<file path="config.mk">
export PLATFORM = sky130hd
export DESIGN_NAME = snes_poll_scheduler_flat
export DESIGN_NICKNAME = d
export VERILOG_FILES = /design/src/rtl/snes_poll_scheduler_pkg.sv /design/src/rtl/snes_poll_scheduler_if.sv /design/src/rtl/snes_poll_scheduler_phase.sv /design/src/rtl/snes_poll_scheduler.sv /design/src/flat_wrapper.sv
export SDC_FILE = /design/constraint.sdc
export NUM_CORES = 1
export LEC_CHECK = 0
export CAP_MARGIN = 20
export CORE_MARGIN = 10
export CORE_UTILIZATION = 55
export DETAILED_ROUTE_END_ITERATION = 10
export PLACE_DENSITY = 0.77
export SYNTH_ARGS = -nofsm -noshare
export SYNTH_HDL_FRONTEND = slang
export SYNTH_SLANG_ARGS = --single-unit
</file>
<file path="constraint.sdc">
create_clock -name Clock -period 5.2 [get_ports Clock]
set_input_delay 1.04 -clock Clock [delete_from_list [all_inputs] [get_ports Clock]]
set_output_delay 1.04 -clock Clock [all_outputs]
set_load 0.1 [all_outputs]
</file>
<file path="src/rtl/snes_poll_scheduler_pkg.sv">
// Shared types and constants for the dual-port NES/SNES controller poller.
// Button index constants give the serial bit position of each button.
package snes_pkg;

    typedef enum logic [2:0] {
        ST_IDLE,
        ST_LATCH,
        ST_LOW,
        ST_HIGH,
        ST_DONE
    } poll_state_t;

    localparam logic MODE_NES  = 1'b0;
    localparam logic MODE_SNES = 1'b1;

    localparam int NES_BITS  = 8;
    localparam int SNES_BITS = 16;

    localparam int SNES_B      = 0;
    localparam int SNES_Y      = 1;
    localparam int SNES_SELECT = 2;
    localparam int SNES_START  = 3;
    localparam int SNES_UP     = 4;
    localparam int SNES_DOWN   = 5;
    localparam int SNES_LEFT   = 6;
    localparam int SNES_RIGHT  = 7;
    localparam int SNES_A      = 8;
    localparam int SNES_X      = 9;
    localparam int SNES_L      = 10;
    localparam int SNES_R      = 11;

    localparam int NES_A      = 0;
    localparam int NES_B      = 1;
    localparam int NES_SELECT = 2;
    localparam int NES_START  = 3;
    localparam int NES_UP     = 4;
    localparam int NES_DOWN   = 5;
    localparam int NES_LEFT   = 6;
    localparam int NES_RIGHT  = 7;

    // A NES pad only owns the low byte; anything shifted in beyond it is noise.
    function automatic logic [15:0] port_word(input logic [15:0] cap, input logic mode);
        return (mode == MODE_SNES) ? cap : {8'h00, cap[7:0]};
    endfunction

endpackage

</file>
<file path="src/rtl/snes_poll_scheduler_if.sv">
// Pin-side and host-side signals of the controller poller.
// slave = the scheduler, master = whatever drives the pads and consumes buttons.
interface snes_poll_scheduler_if;
    logic [1:0]  Mode;
    logic [1:0]  Data;
    logic        Poll_Req;
    logic        Strobe_Latch;
    logic        Shift_Clock;
    logic [15:0] Buttons0;
    logic [15:0] Buttons1;
    logic        Buttons_Valid;
    logic        Busy;

    modport master (
        output Mode, Data, Poll_Req,
        input  Strobe_Latch, Shift_Clock, Buttons0, Buttons1, Buttons_Valid, Busy
    );

    modport slave (
        input  Mode, Data, Poll_Req,
        output Strobe_Latch, Shift_Clock, Buttons0, Buttons1, Buttons_Valid, Busy
    );
endinterface

</file>
<file path="src/rtl/snes_poll_scheduler_phase.sv">
// Loadable down-counter timing the LATCH/LOW/HIGH phases.
// Loading value V makes done assert on the V-th cycle after the load edge.
module snes_phase_timer #(
    parameter int W = 4
) (
    input  logic         Clock,
    input  logic         Reset,
    input  logic         load,
    input  logic [W-1:0] load_val,
    output logic         done
);

    logic [W-1:0] cnt;

    always_ff @(posedge Clock or posedge Reset) begin
        if (Reset) begin
            cnt <= '0;
        end else if (load) begin
            cnt <= load_val - W'(1);
        end else if (cnt != '0) begin
            cnt <= cnt - W'(1);
        end
    end

    assign done = (cnt == '0);

endmodule

</file>
<file path="src/rtl/snes_poll_scheduler.sv">
// Shared latch/clock sequencer for two NES/SNES pads with parallel button capture.
// Define SNES_POLL_DEBOUNCE_EN to update a port only on two identical consecutive captures.
module snes_poll_scheduler
    import snes_pkg::*;
#(
    parameter int LATCH_CYCLES       = 600,
    parameter int HALF_BIT_CYCLES    = 300,
    parameter int POLL_PERIOD_CYCLES = 833333
) (
    input  logic                  Clock,
    input  logic                  Reset,
    snes_poll_scheduler_if.slave  bus
);

    localparam int PH_MAX = (LATCH_CYCLES > HALF_BIT_CYCLES) ? LATCH_CYCLES : HALF_BIT_CYCLES;
    localparam int PW     = $clog2(PH_MAX + 1);
    localparam int TW     = $clog2(POLL_PERIOD_CYCLES);

    localparam logic [TW-1:0] T_LAST   = TW'(POLL_PERIOD_CYCLES - 1);
    localparam logic [PW-1:0] LATCH_LD = PW'(LATCH_CYCLES);
    localparam logic [PW-1:0] HALF_LD  = PW'(HALF_BIT_CYCLES);
    localparam logic [3:0]    LAST_NES  = 4'(NES_BITS - 1);
    localparam logic [3:0]    LAST_SNES = 4'(SNES_BITS - 1);

    poll_state_t      state;
    logic [TW-1:0]    timer;
    logic             pending;
    logic [1:0]       mode_r;
    logic             n16;
    logic [3:0]       idx;
    logic [1:0][15:0] cap;
    logic [1:0][15:0] btn;
    logic             strobe;
    logic             sclk;
    logic             busy;
    logic             valid;
`ifdef SNES_POLL_DEBOUNCE_EN
    logic [1:0][15:0] prev;
`endif

    logic             start_poll;
    logic             last_bit;
    logic             ph_load;
    logic             ph_done;
    logic [PW-1:0]    ph_val;

    assign start_poll = (state == ST_IDLE) && ((timer == T_LAST) || bus.Poll_Req || pending);
    assign last_bit   = (idx == (n16 ? LAST_SNES : LAST_NES));

    // Reload the phase timer on the edge that enters each timed phase.
    always_comb begin
        ph_load = 1'b0;
        ph_val  = HALF_LD;
        case (state)
            ST_IDLE: begin
                ph_load = start_poll;
                ph_val  = LATCH_LD;
            end
            ST_LATCH, ST_LOW: ph_load = ph_done;
            ST_HIGH:          ph_load = ph_done && !last_bit;
            default:          ph_load = 1'b0;
        endcase
    end

    snes_phase_timer #(.W(PW)) u_phase (
        .Clock    (Clock),
        .Reset    (Reset),
        .load     (ph_load),
        .load_val (ph_val),
        .done     (ph_done)
    );

    always_ff @(posedge Clock or posedge Reset) begin
        if (Reset) begin
            state   <= ST_IDLE;
            timer   <= '0;
            pending <= 1'b0;
            mode_r  <= '0;
            n16     <= 1'b0;
            idx     <= '0;
            cap     <= '0;
            btn     <= '0;
            strobe  <= 1'b0;
            sclk    <= 1'b1;
            busy    <= 1'b0;
            valid   <= 1'b0;
`ifdef SNES_POLL_DEBOUNCE_EN
            prev    <= '0;
`endif
        end else begin
            valid <= 1'b0;

            // Free-running period timer; holds at its last count while a poll overruns.
            if (start_poll)
                timer <= '0;
            else if (timer != T_LAST)
                timer <= timer + TW'(1);

            if (start_poll)
                pending <= 1'b0;
            else if (bus.Poll_Req && state != ST_IDLE)
                pending <= 1'b1;

            case (state)
                ST_IDLE: begin
                    if (start_poll) begin
                        state  <= ST_LATCH;
                        mode_r <= bus.Mode;
                        n16    <= |bus.Mode;
                        idx    <= '0;
                        cap    <= '0;
                        strobe <= 1'b1;
                        busy   <= 1'b1;
                    end
                end
                ST_LATCH: begin
                    if (ph_done) begin
                        state  <= ST_LOW;
                        strobe <= 1'b0;
                        sclk   <= 1'b0;
                    end
                end
                ST_LOW: begin
                    if (ph_done) begin
                        for (int p = 0; p < 2; p++)
                            cap[p][idx] <= ~bus.Data[p];
                        state <= ST_HIGH;
                        sclk  <= 1'b1;
                    end
                end
                ST_HIGH: begin
                    if (ph_done) begin
                        if (last_bit) begin
                            state <= ST_DONE;
                            valid <= 1'b1;
                            for (int p = 0; p < 2; p++) begin
`ifdef SNES_POLL_DEBOUNCE_EN
                                if (port_word(cap[p], mode_r[p]) == prev[p])
                                    btn[p] <= port_word(cap[p], mode_r[p]);
                                prev[p] <= port_word(cap[p], mode_r[p]);
`else
                                btn[p] <= port_word(cap[p], mode_r[p]);
`endif
                            end
                        end else begin
                            idx   <= idx + 4'd1;
                            state <= ST_LOW;
                            sclk  <= 1'b0;
                        end
                    end
                end
                ST_DONE: begin
                    state <= ST_IDLE;
                    busy  <= 1'b0;
                end
                default: state <= ST_IDLE;
            endcase
        end
    end

    assign bus.Strobe_Latch  = strobe;
    assign bus.Shift_Clock   = sclk;
    assign bus.Buttons0      = btn[0];
    assign bus.Buttons1      = btn[1];
    assign bus.Buttons_Valid = valid;
    assign bus.Busy          = busy;

endmodule
</file>
<file path="src/flat_wrapper.sv">
// flat-port wrapper written by rule: the top's interface ports become plain ports
module snes_poll_scheduler_flat import snes_pkg::*;
#(
    parameter int LATCH_CYCLES       = 600,
    parameter int HALF_BIT_CYCLES    = 300,
    parameter int POLL_PERIOD_CYCLES = 833333
)
  (Clock, Reset, bus_Mode, bus_Data, bus_Poll_Req, bus_Strobe_Latch, bus_Shift_Clock, bus_Buttons0, bus_Buttons1, bus_Buttons_Valid, bus_Busy);
  snes_poll_scheduler_if bus_i ();
  input  logic Clock;
  input  logic Reset;
  input wire logic [$bits(bus_i.Mode)-1:0] bus_Mode;
  input wire logic [$bits(bus_i.Data)-1:0] bus_Data;
  input wire logic [$bits(bus_i.Poll_Req)-1:0] bus_Poll_Req;
  output wire logic [$bits(bus_i.Strobe_Latch)-1:0] bus_Strobe_Latch;
  output wire logic [$bits(bus_i.Shift_Clock)-1:0] bus_Shift_Clock;
  output wire logic [$bits(bus_i.Buttons0)-1:0] bus_Buttons0;
  output wire logic [$bits(bus_i.Buttons1)-1:0] bus_Buttons1;
  output wire logic [$bits(bus_i.Buttons_Valid)-1:0] bus_Buttons_Valid;
  output wire logic [$bits(bus_i.Busy)-1:0] bus_Busy;
  assign bus_i.Mode = bus_Mode;
  assign bus_i.Data = bus_Data;
  assign bus_i.Poll_Req = bus_Poll_Req;
  assign bus_Strobe_Latch = bus_i.Strobe_Latch;
  assign bus_Shift_Clock = bus_i.Shift_Clock;
  assign bus_Buttons0 = bus_i.Buttons0;
  assign bus_Buttons1 = bus_i.Buttons1;
  assign bus_Buttons_Valid = bus_i.Buttons_Valid;
  assign bus_Busy = bus_i.Busy;
  snes_poll_scheduler #(.LATCH_CYCLES(LATCH_CYCLES), .HALF_BIT_CYCLES(HALF_BIT_CYCLES), .POLL_PERIOD_CYCLES(POLL_PERIOD_CYCLES)) u_core (.Clock(Clock), .Reset(Reset), .bus(bus_i));
endmodule
</file>
==> reports/results.ini <==
[clocking]
cts_setup_buffers = 0
cts_tree = done
clock_tree.buffer_depth = 2
numClockSinks = 109
clock_latency_ns = 0.37
clk_transition_reported_paths_ns = 0.10
quantity_of_gates_resized_following_cts = 0
postCtsHoldBufs = 0
cts_max_level = 3
cts-buffers-inserted = 9
cts_root_buffer_type = sky130_fd_sc_hd__clkbuf_8

[cells_and_area]
drive_gt1_frac = 0.0930
antenna_cells = 0
fillerInstances = 729
design.final.nets = 526
area_growth_pct = 14.2

[drt]
via_per_inst = 5.79
vias = 3613
finalWirelength_um = 10000
first_iter_violations = 225
route.detailed.drc = 0
wl_per_cell_um = 16.1
dr.pass1.iters = 5
antenna_violating_nets_left = 0

[global_routing]
grt_pass1_wl_um = 16800
grt_use_total = 0.154
gr-usage-met1 = 0.202
overflow = 0
maximum_number_of_pins_on_one_net_before_global_route_repair = 73
globalRouteMet3Util = 0.0354
globalRoute.busiestLayer = met2
first_global_vias = 3511
grt_antenna_before_repair = 0
grtUsageMet2 = 0.247

[synthesis]
synth_largest_type_area_fraction = 0.545
synthesis.area_mm2 = 0.00496
synth_edf_count = 0
register_area_share_after_synthesis = 0.550
yosys_most_used_dff = sky130_fd_sc_hd__dfrtp_1
synth.lib_cells_used.distinct = 47
synth_largest_area_cell = sky130_fd_sc_hd__dfrtp_1
yosys.cell_count.top_type = sky130_fd_sc_hd__dfrtp_1
syn-mean-instance-area_um2 = 10.4
synth.area.top_cells = sky130_fd_sc_hd__dfrtp_1 55%, sky130_fd_sc_hd__mux2_2 4.8%, sky130_fd_sc_hd__nand2_1 4.2%
post_synth_most_frequent_cells = 108 x sky130_fd_sc_hd__dfrtp_1, 56 x sky130_fd_sc_hd__nand2_1, 48 x sky130_fd_sc_hd__nor2_1, 28 x sky130_fd_sc_hd__nand3_1, 27 x sky130_fd_sc_hd__a21oi_1
gate_count_post_synth = 477
postSynth.asyncResetShare = 1.00
synth-seq-cells = 109
yosys_warnings = 0
mappedNetlistNets = 491

[worst_hold_path]
worst_hold_path_type = register to register

[critical_path]
slowest_delay_ns = 1.13
critPathTopFamily = buffers and inverters
critical-path-slowest-cell = sky130_fd_sc_hd__clkdlybuf4s50_1
critPathLaunchType = register
worst_ep_arrival_time_ns = 2.05
endpoint_kind = primary output
worstSetupPathType = register to primary output
cells_along_the_critical_path = clkdlybuf4s50_1
critPathRequiredTime_ns = 4.16
largest_fanout_on_the_critical_path = 2
crit_buf_inv = 1

[timing]
min_period_over_period = 0.593
clock_skew_ns = 0.0194
rsz0062_at_grt = false
timing_max_transition_violations_final = 0
tns_ns = 0
final-setup-viol-count = 0
time_the_worst_path_needs_with_i_o_delays_and_setup_ns = 3.09
worst_margin_slew_ns = 0.994
timing.max_slew.rel_slack = 0.335
max_freq_mhz = 324
timing_hold_violations_final = 0

[power_and_ir_drop]
p_per_area_mw_per_mm2 = 322
ir_drop_mv = 0.250
post-layout-total-power_mw = 1.82
total_leakage_power_nw = 2.47

[die]
core_area_mm2 = 0.00876
die_h_um = 115
dieArea_mm2 = 0.0132
start_util = 0.566
io-pin-count = 43
row_count = 34
dieWidth_um = 115

[run_status]
status = complete, no violations

[run]
max-cap-violations = 0

[placement]
place_hpwl_um = 7150
routabilityCongestion = 0.886
port-buffer-count = 42

-- layout make-up --
cell class / instances / area (um2) / share of cell area
Sequential cell: 109 / 2730 / 0.482
Multi-Input combinational cell: 338 / 2110 / 0.373
Timing Repair Buffer: 45 / 443 / 0.0782
Clock buffer: 10 / 138 / 0.0243
Tap cell: 108 / 135 / 0.0239
Clock inverter: 5 / 67.6 / 0.0119
Inverter: 9 / 36.3 / 0.00641
-- final timing paths --
path                                                    start                             endpoint  slack [ns]  cells after the start
setup reg to reg                    u_core.idx[0]$_DFFE_PP0P_  u_core.bus.Buttons1[11]$_DFFE_PP0P_        2.29                      7
hold / removal             u_core.bus.Buttons0[9]$_DFFE_PP0P_   u_core.bus.Buttons0[9]$_DFFE_PP0P_        0.49                      2
hold reg to reg            u_core.bus.Buttons0[9]$_DFFE_PP0P_   u_core.bus.Buttons0[9]$_DFFE_PP0P_        0.49                      2
min in group asynchronous                               Reset   u_core.bus.Buttons_Valid$_DFF_PP0_        1.18                      2
setup / recovery           u_core.bus.Shift_Clock$_DFFE_PP1P_                      bus_Shift_Clock        2.11                      1
max in group asynchronous                               Reset   u_core.bus.Shift_Clock$_DFFE_PP1P_        2.97                      3
-- power breakdown --
group	internal [mW]	switching, mW
sequential	0.920	0.104
combinational	0.113	0.155
clock	0.240	0.289
total	1.27	0.548
-- kinds of logic (layout without fill, tap and decap cells) --
group,Yosys count,in the layout,synth area share
AOI/OAI and AO/OA,98,98,0.132
muxes,22,22,0.0497
buffers and inverters,30,69,0.0235
DFF,109,109,0.550
adders and majority gates,7,7,0.0177
and+or+nand+nor,190,190,0.190
xor gates and xnor gates,21,21,0.0371
-- worst reg2reg max path: cells and delay by family, from the launching register on --
kind | cells | cell delay (ns)
and+or+nand+nor | 4 | 1.47
AOI/OAI and AO/OA | 1 | 0.08
buffers and inverters | 1 | 0.48
DFF | 1 | 0.44
adders and majority gates | 1 | 0.32
-- routing by layer --
metal	part of all wire	wire length, um
met3	0.052	526
met2	0.48	4820
met5	0	0
met1	0.45	4480
met4	0.020	203
-- cells in the final DEF (no fill, tap or decap), drive strengths merged, types with 2 or more instances in the layout --
cell type      instances
nor2b                  6
ha                     7
dfrtp                108
a21oi                 27
nor2                  48
mux2                  21
a22o                  17
xor2                  11
or2                    3
buf                    3
xnor2                 10
o2bb2ai               16
nand3b                 3
nor4                   8
nand2                 56
and3                   7
nor3                   8
clkinv                 2
nand2b                 4
or3                    4
o21ai                 26
nand3                 29
or4                    2
clkdlybuf4s50         42
clkbuf                10
nand4                  7
inv                   11
a21o                   4
-- per-stage QoR --
stage	worst slack [ns]	area (um2)	hold slack, ns	utilization	std cells
after detailed placement	2.15	5460	0.470	0.623	609
after CTS	2.10	5660	0.496	0.646	624
after floorplan	1.29	4960	0.452	-	477
final	2.11	5660	0.488	0.646	624
after global placement	2.22	5460	0.461	0.623	609
after global routing	1.89	5660	0.521	0.646	624
-- flip-flops by register name, indices dropped and copies added (netlist names) --
name                      count
u_core.state                  3
u_core.n16                    1
u_core.cap                   32
u_core.bus.Buttons1          16
u_core.pending                1
u_core.bus.Buttons0          16
u_core.timer                 20
u_core.u_phase.cnt           10
u_core.bus.Strobe_Latch       1
u_core.bus.Buttons_Valid      1
u_core.mode_r                 2
u_core.idx                    4
u_core.bus.Shift_Clock        1
u_core.bus.Busy               1
Power figures use the tool's default switching activity.
